===== config.mk =====
export PLATFORM = sky130hd
export DESIGN_NAME = apb_vgachargen_memif
export DESIGN_NICKNAME = d
export VERILOG_FILES = /design/src/rtl/apb_vgachargen_memif.sv
export SDC_FILE = /design/constraint.sdc
export NUM_CORES = 1
export LEC_CHECK = 0
export BUFFER_PORTS_ARGS = -buffer_cell sky130_fd_sc_hd__buf_4
export CORE_ASPECT_RATIO = 0.9
export CORE_MARGIN = 1.5
export CORE_UTILIZATION = 54
export CTS_BUF_LIST = sky130_fd_sc_hd__clkbuf_2
export DETAILED_ROUTE_END_ITERATION = 7
export GPL_TIMING_DRIVEN = 0
export PLACE_DENSITY = 0.95
export SYNTH_ARGS = -nofsm -noshare
export SYNTH_HDL_FRONTEND = slang
export SYNTH_SLANG_ARGS = --single-unit
export TNS_END_PERCENT = 10

===== constraint.sdc =====
create_clock -name clk_i -period 4.45 [get_ports clk_i]
set_clock_uncertainty 0.1 [all_clocks]
set_input_delay 0.89 -clock clk_i [delete_from_list [all_inputs] [get_ports clk_i]]
set_output_delay 0.89 -clock clk_i [all_outputs]
set_load 0.02 [all_outputs]

===== src/rtl/apb_vgachargen_memif.sv =====
// ---------------------------------------------------------------------------
// apb_vgachargen_memif
// APB3 slave that exposes the VGA character generator memories (character
// map, colour map, glyph table) to the CPU. Each memory is reached through a
// synchronous-read port: address/data/wen are registered here, read data
// comes back one cycle after the address is presented.
//
// Address map (paddr_i[15:14]):
//   00 character map, entry paddr_i[13:2]
//   01 colour map,    entry paddr_i[13:2]
//   10 glyph table,   entry paddr_i[9:3], paddr_i[2] picks the 32-bit half
//   11 reserved (completes immediately, no memory access)
//
// Glyph entries are 64 bits wide but APB is 32, so glyph writes are done as
// read-modify-write of the addressed entry.
//
// Ports:
//   clk_i, arstn_i           clock, asynchronous active-low reset
//   psel_i .. pslverr_o      APB3 slave
//   ch_map_*                 character-map port  (data CH_T_ADDR_WIDTH+1 bits)
//   col_map_*                colour-map port     (data 8 bits)
//   ch_t_rw_*                glyph-table port    (data 64 bits)
//
// Build option: define APB_VGACHARGEN_MEMIF_PSLVERR_EN to report reserved
// region accesses on pslverr_o; otherwise pslverr_o is tied low.
// ---------------------------------------------------------------------------
module apb_vgachargen_memif #(
  parameter int unsigned CH_MAP_ADDR_WIDTH  = 12,
  parameter int unsigned COL_MAP_ADDR_WIDTH = 12,
  parameter int unsigned CH_T_ADDR_WIDTH    = 7,
  parameter int unsigned CH_T_DATA_WIDTH    = 64
) (
  input  logic                          clk_i,
  input  logic                          arstn_i,
  // APB3 slave
  input  logic                          psel_i,
  input  logic                          penable_i,
  input  logic                          pwrite_i,
  input  logic [31:0]                   paddr_i,
  input  logic [31:0]                   pwdata_i,
  output logic [31:0]                   prdata_o,
  output logic                          pready_o,
  output logic                          pslverr_o,
  // character map
  output logic [CH_MAP_ADDR_WIDTH-1:0]  ch_map_addr_o,
  output logic [CH_T_ADDR_WIDTH:0]      ch_map_data_o,
  output logic                          ch_map_wen_o,
  input  logic [CH_T_ADDR_WIDTH:0]      ch_map_data_i,
  // colour map
  output logic [COL_MAP_ADDR_WIDTH-1:0] col_map_addr_o,
  output logic [7:0]                    col_map_data_o,
  output logic                          col_map_wen_o,
  input  logic [7:0]                    col_map_data_i,
  // glyph table
  output logic [CH_T_ADDR_WIDTH-1:0]    ch_t_rw_addr_o,
  output logic [CH_T_DATA_WIDTH-1:0]    ch_t_rw_data_o,
  output logic                          ch_t_rw_wen_o,
  input  logic [CH_T_DATA_WIDTH-1:0]    ch_t_rw_data_i
);

  localparam int unsigned APB_DW    = 32;
  localparam int unsigned CH_MAP_DW = CH_T_ADDR_WIDTH + 1;
  localparam int unsigned COL_DW    = 8;
  localparam int unsigned HALF_W    = CH_T_DATA_WIDTH / 2;
  localparam int unsigned MAP_IDX_W = 12;
  localparam int unsigned GLY_IDX_W = 7;

  typedef enum logic [2:0] {
    S_IDLE,
    S_WRITE,
    S_READ,
    S_READ_DONE,
    S_RMW_WRITE,
    S_ERROR
  } state_t;

  typedef enum logic [1:0] {
    RGN_CH    = 2'b00,
    RGN_COL   = 2'b01,
    RGN_GLYPH = 2'b10,
    RGN_RSVD  = 2'b11
  } region_t;

  // Registers and their next-state values
  state_t                        r_state,        w_state_nxt;
  region_t                       r_region,       w_region_nxt;
  logic                          r_half,         w_half_nxt;
  logic                          r_write,        w_write_nxt;
  logic [APB_DW-1:0]             r_wdata,        w_wdata_nxt;
  logic                          r_rd_phase,     w_rd_phase_nxt;
  logic [CH_MAP_ADDR_WIDTH-1:0]  r_ch_map_addr,  w_ch_map_addr_nxt;
  logic [CH_MAP_DW-1:0]          r_ch_map_data,  w_ch_map_data_nxt;
  logic                          r_ch_map_wen,   w_ch_map_wen_nxt;
  logic [COL_MAP_ADDR_WIDTH-1:0] r_col_map_addr, w_col_map_addr_nxt;
  logic [COL_DW-1:0]             r_col_map_data, w_col_map_data_nxt;
  logic                          r_col_map_wen,  w_col_map_wen_nxt;
  logic [CH_T_ADDR_WIDTH-1:0]    r_ch_t_addr,    w_ch_t_addr_nxt;
  logic [CH_T_DATA_WIDTH-1:0]    r_ch_t_data,    w_ch_t_data_nxt;
  logic                          r_ch_t_wen,     w_ch_t_wen_nxt;
  logic                          r_pready,       w_pready_nxt;
`ifdef APB_VGACHARGEN_MEMIF_PSLVERR_EN
  logic                          r_pslverr,      w_pslverr_nxt;
`endif

  logic                          w_setup;
  logic [MAP_IDX_W-1:0]          w_map_idx;
  logic [GLY_IDX_W-1:0]          w_gly_idx;
  logic [CH_T_DATA_WIDTH-1:0]    w_rmw_data;
  logic [APB_DW-1:0]             w_rdata;
  logic                          w_unused;

  assign w_setup   = psel_i & ~penable_i;
  assign w_map_idx = paddr_i[13:2];
  assign w_gly_idx = paddr_i[9:3];
  assign w_unused  = ^{paddr_i[31:16], paddr_i[1:0]};

  // New 32-bit half replaces the addressed half of the entry read back in T2
  always_comb begin
    w_rmw_data = ch_t_rw_data_i;
    if (r_half) begin
      w_rmw_data[CH_T_DATA_WIDTH-1:HALF_W] = HALF_W'(r_wdata);
    end else begin
      w_rmw_data[HALF_W-1:0] = HALF_W'(r_wdata);
    end
  end

  // Next-state and registered-output logic
  always_comb begin
    w_state_nxt        = r_state;
    w_region_nxt       = r_region;
    w_half_nxt         = r_half;
    w_write_nxt        = r_write;
    w_wdata_nxt        = r_wdata;
    w_rd_phase_nxt     = 1'b0;
    w_ch_map_addr_nxt  = r_ch_map_addr;
    w_ch_map_data_nxt  = r_ch_map_data;
    w_ch_map_wen_nxt   = 1'b0;
    w_col_map_addr_nxt = r_col_map_addr;
    w_col_map_data_nxt = r_col_map_data;
    w_col_map_wen_nxt  = 1'b0;
    w_ch_t_addr_nxt    = r_ch_t_addr;
    w_ch_t_data_nxt    = r_ch_t_data;
    w_ch_t_wen_nxt     = 1'b0;
    w_pready_nxt       = 1'b0;
`ifdef APB_VGACHARGEN_MEMIF_PSLVERR_EN
    w_pslverr_nxt      = 1'b0;
`endif

    unique case (r_state)
      S_IDLE: begin
        if (w_setup) begin
          w_region_nxt = region_t'(paddr_i[15:14]);
          w_half_nxt   = paddr_i[2];
          w_write_nxt  = pwrite_i;
          w_wdata_nxt  = pwdata_i;
          case (region_t'(paddr_i[15:14]))
            RGN_CH: begin
              w_ch_map_addr_nxt = CH_MAP_ADDR_WIDTH'(w_map_idx);
              if (pwrite_i) begin
                w_ch_map_data_nxt = CH_MAP_DW'(pwdata_i);
                w_ch_map_wen_nxt  = 1'b1;
                w_pready_nxt      = 1'b1;
                w_state_nxt       = S_WRITE;
              end else begin
                w_state_nxt = S_READ;
              end
            end
            RGN_COL: begin
              w_col_map_addr_nxt = COL_MAP_ADDR_WIDTH'(w_map_idx);
              if (pwrite_i) begin
                w_col_map_data_nxt = COL_DW'(pwdata_i);
                w_col_map_wen_nxt  = 1'b1;
                w_pready_nxt       = 1'b1;
                w_state_nxt        = S_WRITE;
              end else begin
                w_state_nxt = S_READ;
              end
            end
            RGN_GLYPH: begin
              // Reads and writes both fetch the entry first
              w_ch_t_addr_nxt = CH_T_ADDR_WIDTH'(w_gly_idx);
              w_state_nxt     = S_READ;
            end
            default: begin
              w_pready_nxt  = 1'b1;
`ifdef APB_VGACHARGEN_MEMIF_PSLVERR_EN
              w_pslverr_nxt = 1'b1;
`endif
              w_state_nxt   = S_ERROR;
            end
          endcase
        end
      end

      S_READ: begin
        if (!psel_i) begin
          // Master abandoned the transfer: nothing is written
          w_state_nxt = S_IDLE;
        end else if ((r_region == RGN_GLYPH) && r_write) begin
          // Phase 0 waits for read data; phase 1 merges and writes back
          if (!r_rd_phase) begin
            w_rd_phase_nxt = 1'b1;
          end else begin
            w_ch_t_data_nxt = w_rmw_data;
            w_ch_t_wen_nxt  = 1'b1;
            w_pready_nxt    = 1'b1;
            w_state_nxt     = S_RMW_WRITE;
          end
        end else begin
          w_pready_nxt = 1'b1;
          w_state_nxt  = S_READ_DONE;
        end
      end

      // Completing states (and abort from any of them) return to IDLE
      default: begin
        w_state_nxt = S_IDLE;
      end
    endcase
  end

  // State and output registers
  always_ff @(posedge clk_i or negedge arstn_i) begin
    if (!arstn_i) begin
      r_state        <= S_IDLE;
      r_region       <= RGN_CH;
      r_half         <= 1'b0;
      r_write        <= 1'b0;
      r_wdata        <= '0;
      r_rd_phase     <= 1'b0;
      r_ch_map_addr  <= '0;
      r_ch_map_data  <= '0;
      r_ch_map_wen   <= 1'b0;
      r_col_map_addr <= '0;
      r_col_map_data <= '0;
      r_col_map_wen  <= 1'b0;
      r_ch_t_addr    <= '0;
      r_ch_t_data    <= '0;
      r_ch_t_wen     <= 1'b0;
      r_pready       <= 1'b0;
`ifdef APB_VGACHARGEN_MEMIF_PSLVERR_EN
      r_pslverr      <= 1'b0;
`endif
    end else begin
      r_state        <= w_state_nxt;
      r_region       <= w_region_nxt;
      r_half         <= w_half_nxt;
      r_write        <= w_write_nxt;
      r_wdata        <= w_wdata_nxt;
      r_rd_phase     <= w_rd_phase_nxt;
      r_ch_map_addr  <= w_ch_map_addr_nxt;
      r_ch_map_data  <= w_ch_map_data_nxt;
      r_ch_map_wen   <= w_ch_map_wen_nxt;
      r_col_map_addr <= w_col_map_addr_nxt;
      r_col_map_data <= w_col_map_data_nxt;
      r_col_map_wen  <= w_col_map_wen_nxt;
      r_ch_t_addr    <= w_ch_t_addr_nxt;
      r_ch_t_data    <= w_ch_t_data_nxt;
      r_ch_t_wen     <= w_ch_t_wen_nxt;
      r_pready       <= w_pready_nxt;
`ifdef APB_VGACHARGEN_MEMIF_PSLVERR_EN
      r_pslverr      <= w_pslverr_nxt;
`endif
    end
  end

  // Read data arrives from the memory in T2, so prdata_o is steered from the
  // memory port rather than registered; it is zero outside READ_DONE.
  always_comb begin
    w_rdata = '0;
    if (r_state == S_READ_DONE) begin
      case (r_region)
        RGN_CH:    w_rdata = APB_DW'(ch_map_data_i);
        RGN_COL:   w_rdata = APB_DW'(col_map_data_i);
        RGN_GLYPH: w_rdata = r_half ? APB_DW'(ch_t_rw_data_i[CH_T_DATA_WIDTH-1:HALF_W])
                                    : APB_DW'(ch_t_rw_data_i[HALF_W-1:0]);
        default:   w_rdata = '0;
      endcase
    end
  end

  assign prdata_o       = w_rdata;
  assign pready_o       = r_pready;
`ifdef APB_VGACHARGEN_MEMIF_PSLVERR_EN
  assign pslverr_o      = r_pslverr;
`else
  assign pslverr_o      = 1'b0;
`endif
  assign ch_map_addr_o  = r_ch_map_addr;
  assign ch_map_data_o  = r_ch_map_data;
  assign ch_map_wen_o   = r_ch_map_wen;
  assign col_map_addr_o = r_col_map_addr;
  assign col_map_data_o = r_col_map_data;
  assign col_map_wen_o  = r_col_map_wen;
  assign ch_t_rw_addr_o = r_ch_t_addr;
  assign ch_t_rw_data_o = r_ch_t_data;
  assign ch_t_rw_wen_o  = r_ch_t_wen;

endmodule


==> results.cfg, run 1 <==
[pwr]
p_sw_mw = 1.318
vdd_ir_drop_max_v = 0.0003154
p_seq_share_pct = 46.6
p_leak_nw = 5.044
p_int_mw = 2.593
swShare_pct = 33.70
power_mw = 3.911
clkPwrFrac_pct = 16.5
pwr-share-comb_pct = 36.9
p_per_area_mw_per_mm2 = 400.3

[synth]
ys_types = 29
yosysWarningCount = 0
syn_nets = 661
synth_area_mm2 = 0.007277
synth-seq-cells = 155
syn_avg_cell_area_um2 = 14.21
yosysSeqAreaShare_pct = 53.30
synth_cells = 512

[timing]
rsz0062_at_grt = false
fin_crit_ns = 3.658
holdWs_ns = 0.07467
slew_headroom_pct = 40.34
hold_viol_final = 0
timing.fmax_mhz = 273.4
worst_pin_slew_ns = 0.8949
finalSetupViolCount = 0
worst_slack_ns = 0.7922
finalSetupTns_ns = 0
slew_viol_final = 0
finalCritPeriodShare_pct = 82.20

[worst_setup_path]
crit_fanout = 10
crit_chain = nand2b_1 > buf_2 > or3_1 > clkbuf_1 > buf_2 > nor2_1 > buf_4
crit_path_frequent_cell = buf_2
worstPathArrival_ns = 2.67
critical_path.top_delay_family = buffers and inverters
endpoint_kind = primary output
crit_slowest_cell = dfrtp_1
critical_path_buf_inv_count = 4
startpoint_type = flop
worstSetupPathType = reg -> out
crit_required_ns = 3.46
cpPeakStageDelay_ns = 0.42

[floorplanning]
die_x_um = 125.4
rows = 40
initial_core_util_pct = 54.87
die_area_mm2 = 0.01418
core_area_mm2 = 0.01326
die_y_um = 113.1
io_pins = 297

[clocking]
clk_latency_ns = 0.70
clockBufferDepth = 2
ctsResizeCount = 0
cts_tree = done
hold_buffers = 0
cts_buffers = 17
clockRootBuffer = clkbuf_2
clk_transition_reported_paths_ns = 0.22
cts.sinks = 155
htreeDepth = 4
cts_setup_buffers = 0

[cells_and_area]
layout_commonest_cell = buf_4
finish.instance_area_mm2 = 0.009769
syn_to_final_growth_pct = 34.25
final_cell_mix = buf_4, dfrtp_1, mux2_2, mux2_1, mux2i_1
antennaDiodeCount = 0
nFillCells = 914
seq_area_mm2 = 0.003879
drive_above_1_share_pct = 59.29
multi_input_area_mm2 = 0.003199
fin_nets = 958

[route]
dr.pass1.iters = 4
drc = 0
routedWlPerCell_um = 20.36
postRouteAntennaNets = 0
drt_iter0_drc = 271
wirelength_um = 20070
viasPerCell = 5.442
num_vias = 5366

[grt]
use_met1_pct = 31.95
grt.overflow.total = 0
grt_use_met2_pct = 52.02
use_met3_pct = 7.991
grt_usage_pct = 28.82
grt_pass1_wl_um = 31330
grt_pass1_vias = 5911
top_usage_layer = met2
grt_antenna_before_repair = 0
grt_max_degree = 82

[placed_design]
dp_slack_ns = 1.494
placed_area_mm2 = 0.009598
hpwlAfterDp_um = 15490
port_buffers = 277
gp_congestion = 0.8690

[min_path]
hold_path_class = in -> async

[status]
status = complete, no violations

[job]
cap_violations = 0
state kept, by name, summed over array words and instances (netlist names), 2 cells and up:
register        flops
col_map_data_o      8
ch_map_addr_o      12
ch_t_rw_data_o     64
ch_t_rw_addr_o      7
r_region            2
ch_map_data_o       8
col_map_addr_o     12
r_state             3
r_wdata            32
synth_stat cells:
| cell | instances | share of area, % |
|---|---|---|
| dfrtp_1 | 155 | 53 |
| mux2_2 | 154 | 24 |
| mux2_1 | 58 | 9.0 |
| mux2i_1 | 40 | 5.5 |
| nor2_1 | 36 | 1.9 |
| buf_2 | 12 | 0.83 |
| clkbuf_1 | 9 | 0.46 |
| o22a_1 | 8 | 0.96 |
| buf_6 | 6 | 0.93 |
| nand2_1 | 6 | 0.31 |
| buf_4 | 4 | 0.41 |
| and3_1 | 2 | 0.17 |
| inv_1 | 2 | 0.10 |
| nand2b_1 | 2 | 0.17 |
| nand3_1 | 2 | 0.14 |
| nand3b_1 | 2 | 0.21 |
| o22ai_1 | 2 | 0.17 |
| a211o_1 | 1 | 0.12 |
| a22o_1 | 1 | 0.12 |
| a2bb2oi_1 | 1 | 0.12 |
| and4bb_2 | 1 | 0.17 |
| conb_1 | 1 | 0.052 |
| nand4bb_2 | 1 | 0.22 |
| nor3_1 | 1 | 0.069 |
| nor3_2 | 1 | 0.14 |
| nor3_4 | 1 | 0.22 |
| nor4b_2 | 1 | 0.21 |
| nor4bb_1 | 1 | 0.14 |
| or3_1 | 1 | 0.086 |
kinds of logic (layout without fill, tap and decap cells):
kind of cell           after synthesis  count (layout)  share of synthesized area (%)
other                                1               1                        0.05153
flip-flops                         155             155                          53.30
AND/OR/NAND/NOR                     58              58                          4.109
AO/OA/AOI/OAI                       13              13                          1.496
multiplexers                       252             252                          38.31
buffers and inverters               33             339                          2.734
power by group through the flow:
stage | sequential (mW) | combinational (mW) | clock (mW)
2_1_floorplan | 1.98 | 0.712 | 0
3_5_place_dp | 1.84 | 1.46 | 0
5_1_grt | 1.85 | 1.53 | 0.726
6_report | 1.82 | 1.44 | 0.647
4_1_cts | 1.82 | 1.46 | 0.666
3_3_place_gp | 1.81 | 1.39 | 0
per-stage QoR:
stage	utilization (%)	std cells
after floorplan	-	512
after global placement	72.13	957
after detailed placement	72.37	958
after CTS	73.66	986
after global routing	73.66	986
final	73.66	986
layer usage:
metal	up-vias	wire length, um	share of wire, %
met3	47	1346	6.7
li1	2428	-	-
met4	0	587	2.9
met1	2652	7655	38
met2	239	10480	52
met5	-	0	0
worst paths after layout:
| path | start | to | slack (ns) | cells after the start |
|---|---|---|---|---|
| worst max-delay path | r_region[0] | prdata_o[25] | 0.79 | 7 |
| worst min-delay path | arstn_i | col_map_addr_o[3] | 0.07 | 1 |
| worst max register to register | r_state[2] | ch_t_rw_data_o[27] | 2.29 | 5 |
| worst min register to register | r_rd_phase | r_rd_phase | 0.40 | 1 |
| max in group asynchronous | arstn_i | ch_t_rw_data_o[42] | 3.33 | 2 |
| min in group clk_i | pwdata_i[29] | r_wdata[29] | 0.29 | 2 |
cell type report:
cell class                 instances  area share, %
tap                              168          2.152
multi-input combinational        324          32.75
inverter                           2        0.07684
clock buffer                      18         0.9221
timing repair buffer             278          21.61
buffer                            31          1.960
clock inverter                    10         0.8325
sequential                       155          39.70
Power figures use the tool's default switching activity.
==> run 2: changes to the inputs <==
Settings changed: CORE_UTILIZATION 54 to 50, PLACE_DENSITY 0.95 to 0.92.
Clock period 4.45 ns to 3.45 ns, I/O delays scaled along.
==> results.cfg, run 2 (synthesis gave the netlist of run 1 again) <==
[pwr]
vdd_ir_drop_max_v = 0.0003955
p_per_area_mw_per_mm2 = 527.3
p_leak_nw = 5.113

[job]
cap_violations = 0

[route]
viasPerCell = 5.289
drc = 0
num_vias = 5395
drt_iter0_drc = 235
routedWlPerCell_um = 19.89
wirelength_um = 20290
dr.pass1.iters = 4
postRouteAntennaNets = 0

[timing]
worst_slack_ns = 0.1586
slew_headroom_pct = 44.02
fin_crit_ns = 3.291
finalSetupTns_ns = 0
timing.fmax_mhz = 303.8
worst_pin_slew_ns = 0.8397
finalSetupViolCount = 0
rsz0062_at_grt = false
finalCritPeriodShare_pct = 95.40
holdWs_ns = 0.07549
slew_viol_final = 0
hold_viol_final = 0

[clocking]
cts.sinks = 155
cts_buffers = 17
clockRootBuffer = clkbuf_2
clockBufferDepth = 2
clk_latency_ns = 0.71
htreeDepth = 4
clk_transition_reported_paths_ns = 0.22
cts_setup_buffers = 0
cts_tree = done

[min_path]
hold_path_class = in -> reg

[worst_setup_path]
endpoint_kind = primary output
startpoint_type = flop
worstPathArrival_ns = 2.50
crit_required_ns = 2.66
crit_fanout = 10
worstSetupPathType = reg -> out

[cells_and_area]
drive_above_1_share_pct = 59.37
antennaDiodeCount = 0
post-route-util_pct = 70.55
nFillCells = 1005
final_cell_mix = buf_4, dfrtp_1, mux2_2, mux2_1, mux2i_1
fin_nets = 963
largest_reg_flops = 64
syn_to_final_growth_pct = 36.76
layout_commonest_cell = buf_4

[floorplanning]
io_pins = 297
rows = 41
die_y_um = 117.5
die_x_um = 130.2
die_area_mm2 = 0.01529
initial_core_util_pct = 51.58
core_area_mm2 = 0.01411

[grt]
grt_pass1_wl_um = 31050
grt_max_degree = 83
grt_antenna_before_repair = 0
grt_usage_pct = 27.01
grt.overflow.total = 0
grt_pass1_vias = 5854

[placed_design]
hpwlAfterDp_um = 15660
dp_slack_ns = 0.7158
gp_congestion = 0.7709
port_buffers = 277

[status]
status = complete, no violations
==> run 2: critical path, cell delays in order (launching register included) <==
cell and delay, ns:
dfrtp_1 0.43, nand2b_1 0.17, buf_2 0.21, or3_4 0.45, buf_4 0.21, nor2_1 0.17, buf_4 0.17
==> run 2: area by class of cell <==
cell class	instances	area, um2	share of cell area (%)
timing repair buffer	285	2181	21.91
clock inverter	13	150.1	1.509
buffer	29	193.9	1.949
multi-input combinational	324	3204	32.20
tap	193	241.5	2.426
sequential	155	3879	38.97
clock buffer	19	95.09	0.9555
inverter	2	7.507	0.07543
==> run 2: final timing paths <==
check	from	slack (ns)	endpoint	cells past startpoint
setup / recovery	r_region[0]	0.16	prdata_o[29]	6
hold / removal	pwdata_i[19]	0.08	r_wdata[19]	2
setup reg to reg	r_half	1.35	ch_t_rw_data_o[35]	4
hold reg to reg	ch_t_rw_data_o[20]	0.41	ch_t_rw_data_o[20]	1
max in group asynchronous	arstn_i	2.01	ch_t_rw_data_o[63]	3
min in group asynchronous	arstn_i	0.42	col_map_data_o[1]	2
==> run 2: timing repair <==
item,4_1_cts,5_1_grt
hold buffers,1,6
resized for setup,7,0
pin swaps,0,0
setup endpoints to repair,21,1
endpoints found under the hold margin,73,6
==> run 2: stage by stage <==
step	std cells	area, um2	power (mW)
3_5_place_dp	983	9629	4.233
6_report	1020	9952	5.248
2_1_floorplan	512	7277	3.476
5_1_grt	1020	9952	5.488
3_3_place_gp	982	9598	4.127
4_1_cts	1015	9899	5.276
==> run 2: where the power goes <==
group	switching, mW	internal, mW
Sequential	0.204	2.13
Clock	0.644	0.402
Combinational	0.882	0.980
Total	1.73	3.52
==> run 2: per-layer routing <==
metal	vias up	track usage [%]	share of wire (%)
met1	2686	31.30	38
met2	229	47.07	52
met3	36	7.045	7.0
met5	-	0	0
met4	0	10.83	2.3
li1	2444	-	-
==> run 3: changes to the inputs <==
Settings changed: CELL_PAD_IN_SITES_DETAIL_PLACEMENT set to 0, CELL_PAD_IN_SITES_GLOBAL_PLACEMENT set to 2, CORE_UTILIZATION 50 to 32.
==> results.cfg, run 3 (synthesis gave the netlist of run 1 again) <==
[worst_setup_path]
crit_required_ns = 2.66
reg2reg_from = r_state[2]
r2r_slack_ns = 1.30
startpoint = r_region[0]
worstSetupPathType = reg -> out
startpoint_type = flop
critPathCapture = prdata_o[16]
crit_fanout = 10
endpoint_kind = primary output
r2r_cells = 5
worstPathArrival_ns = 2.43
r2r_end = ch_t_rw_data_o[31]

[timing]
slew_headroom_pct = 45.03
hold_viol_final = 0
worst_pin_slew_ns = 0.8245
fin_crit_ns = 3.218
finalSetupTns_ns = 0
finalCritPeriodShare_pct = 93.29
timing.fmax_mhz = 310.7
rsz0062_at_grt = false
finalSetupViolCount = 0
worst_slack_ns = 0.2316
slew_viol_final = 0

[placed_design]
dp_slack_ns = 0.6715
dp.cells = 1087
port_buffers = 277
gp_congestion = 0.7734
placed_area_mm2 = 0.009763
hpwlAfterDp_um = 15400

[pwr]
power_mw = 5.100
p_per_area_mw_per_mm2 = 500.5
swShare_pct = 34.76
pwr-share-comb_pct = 36.8
vdd_ir_drop_max_v = 0.0003633
p_int_mw = 3.327
p_seq_share_pct = 45.7
p_leak_nw = 5.147
clkPwrFrac_pct = 17.5
p_sw_mw = 1.773

[clocking]
cts.sinks = 155
htreeDepth = 4
clockBufferDepth = 2
cts_tree = done
cts_buffers = 17
clk_transition_reported_paths_ns = 0.25
clockRootBuffer = clkbuf_2
clk_latency_ns = 0.68

[floorplanning]
die_y_um = 146.1
die_x_um = 162.0
initial_core_util_pct = 32.51
die_area_mm2 = 0.02366
io_pins = 297
core_area_mm2 = 0.02238
rows = 52

[min_path]
hold_path_class = in -> reg

[route]
dr.pass1.iters = 4
num_vias = 5331
routedWlPerCell_um = 18.42
postRouteAntennaNets = 0
wirelength_um = 21000
drc = 0
viasPerCell = 4.676
drt_iter0_drc = 185

[job]
cap_violations = 0

[cells_and_area]
final_cell_mix = buf_4, dfrtp_1, mux2_2, mux2_1, mux2i_1
fin_nets = 979
final_cells = 1140
largest_reg_flops = 64
syn_to_final_growth_pct = 40.03
drive_above_1_share_pct = 58.24
antennaDiodeCount = 0
layout_commonest_cell = buf_4
finish.instance_area_mm2 = 0.01019

[grt]
grt_max_degree = 82
grt_usage_pct = 17.58
grt_antenna_before_repair = 0
grt.overflow.total = 0
grt_pass1_wl_um = 31740
grt_pass1_vias = 5558

[status]
status = complete, no violations
==> run 3: changes by cell type in the layout (fill, tap and decap cells not counted), sizes merged <==
cell,change
inv,+2
dlygate4sd3,+15
clkinvlp,+1
buf,+1
bufinv,-3
==> run 3: worst min-delay path by stage <==
stage | startpoint | end | depth (start not counted)
after floorplan | arstn_i | ch_map_addr_o[0] | 0
after global placement | r_rd_phase | r_rd_phase | 1
after detailed placement | r_rd_phase | r_rd_phase | 1
after CTS | pwdata_i[26] | r_wdata[26] | 2
after global routing | paddr_i[12] | col_map_addr_o[10] | 2
final | paddr_i[12] | ch_map_addr_o[10] | 2
==> run 3: per-stage QoR <==
stage,hold slack [ns],utilization [%]
after CTS,0.004468,44.90
after detailed placement,0.3631,43.62
after global placement,0.3598,43.46
after floorplan,0.2944,-
final,0.1183,45.53
after global routing,0.00006439,45.53
==> run 3: routing by layer <==
| metal | share of wire [%] | global-route usage (%) | up-vias |
|---|---|---|---|
| met5 | 0 | 0 | - |
| met4 | 0.61 | 2.798 | 0 |
| met3 | 6.5 | 5.852 | 7 |
| met2 | 48 | 29.01 | 179 |
| met1 | 45 | 22.84 | 2662 |
| li1 | - | - | 2483 |
==> run 3: what timing repair did <==
item,4_1_cts,5_1_grt
hold endpoints to repair,82,19
pin swaps,0,1
resized for setup,3,10
hold buffers,9,13
gates cloned,0,0
setup endpoints to repair,25,28
buffers inserted,0,0
==> run 3: cell type report <==
class / count / area (um2)
clock buffers: 19 / 95.09
plain buffers: 30 / 203.9
clock inverters: 13 / 93.84
well taps: 297 / 371.6
multi-input cells: 324 / 3204
repair buffers: 300 / 2335
flip-flops and latches: 155 / 3879
fillers: 2145 / 12190
inverters: 2 / 7.507
==> run 3: power by group through the flow <==
stage | clock network, mW | registers, mW | logic, mW
2_1_floorplan | 0 | 2.56 | 0.918
4_1_cts | 0.954 | 2.33 | 1.89
6_report | 0.892 | 2.33 | 1.88
3_3_place_gp | 0 | 2.35 | 1.85
3_5_place_dp | 0 | 2.37 | 1.88
5_1_grt | 1.02 | 2.38 | 2.02
==> run 3: critical path: stages (launching register included) <==
cell	delay [ns]
dfrtp_1	0.43
nand2b_1	0.16
buf_2	0.21
or3_4	0.43
buf_2	0.23
nor2_1	0.14
buf_4	0.15
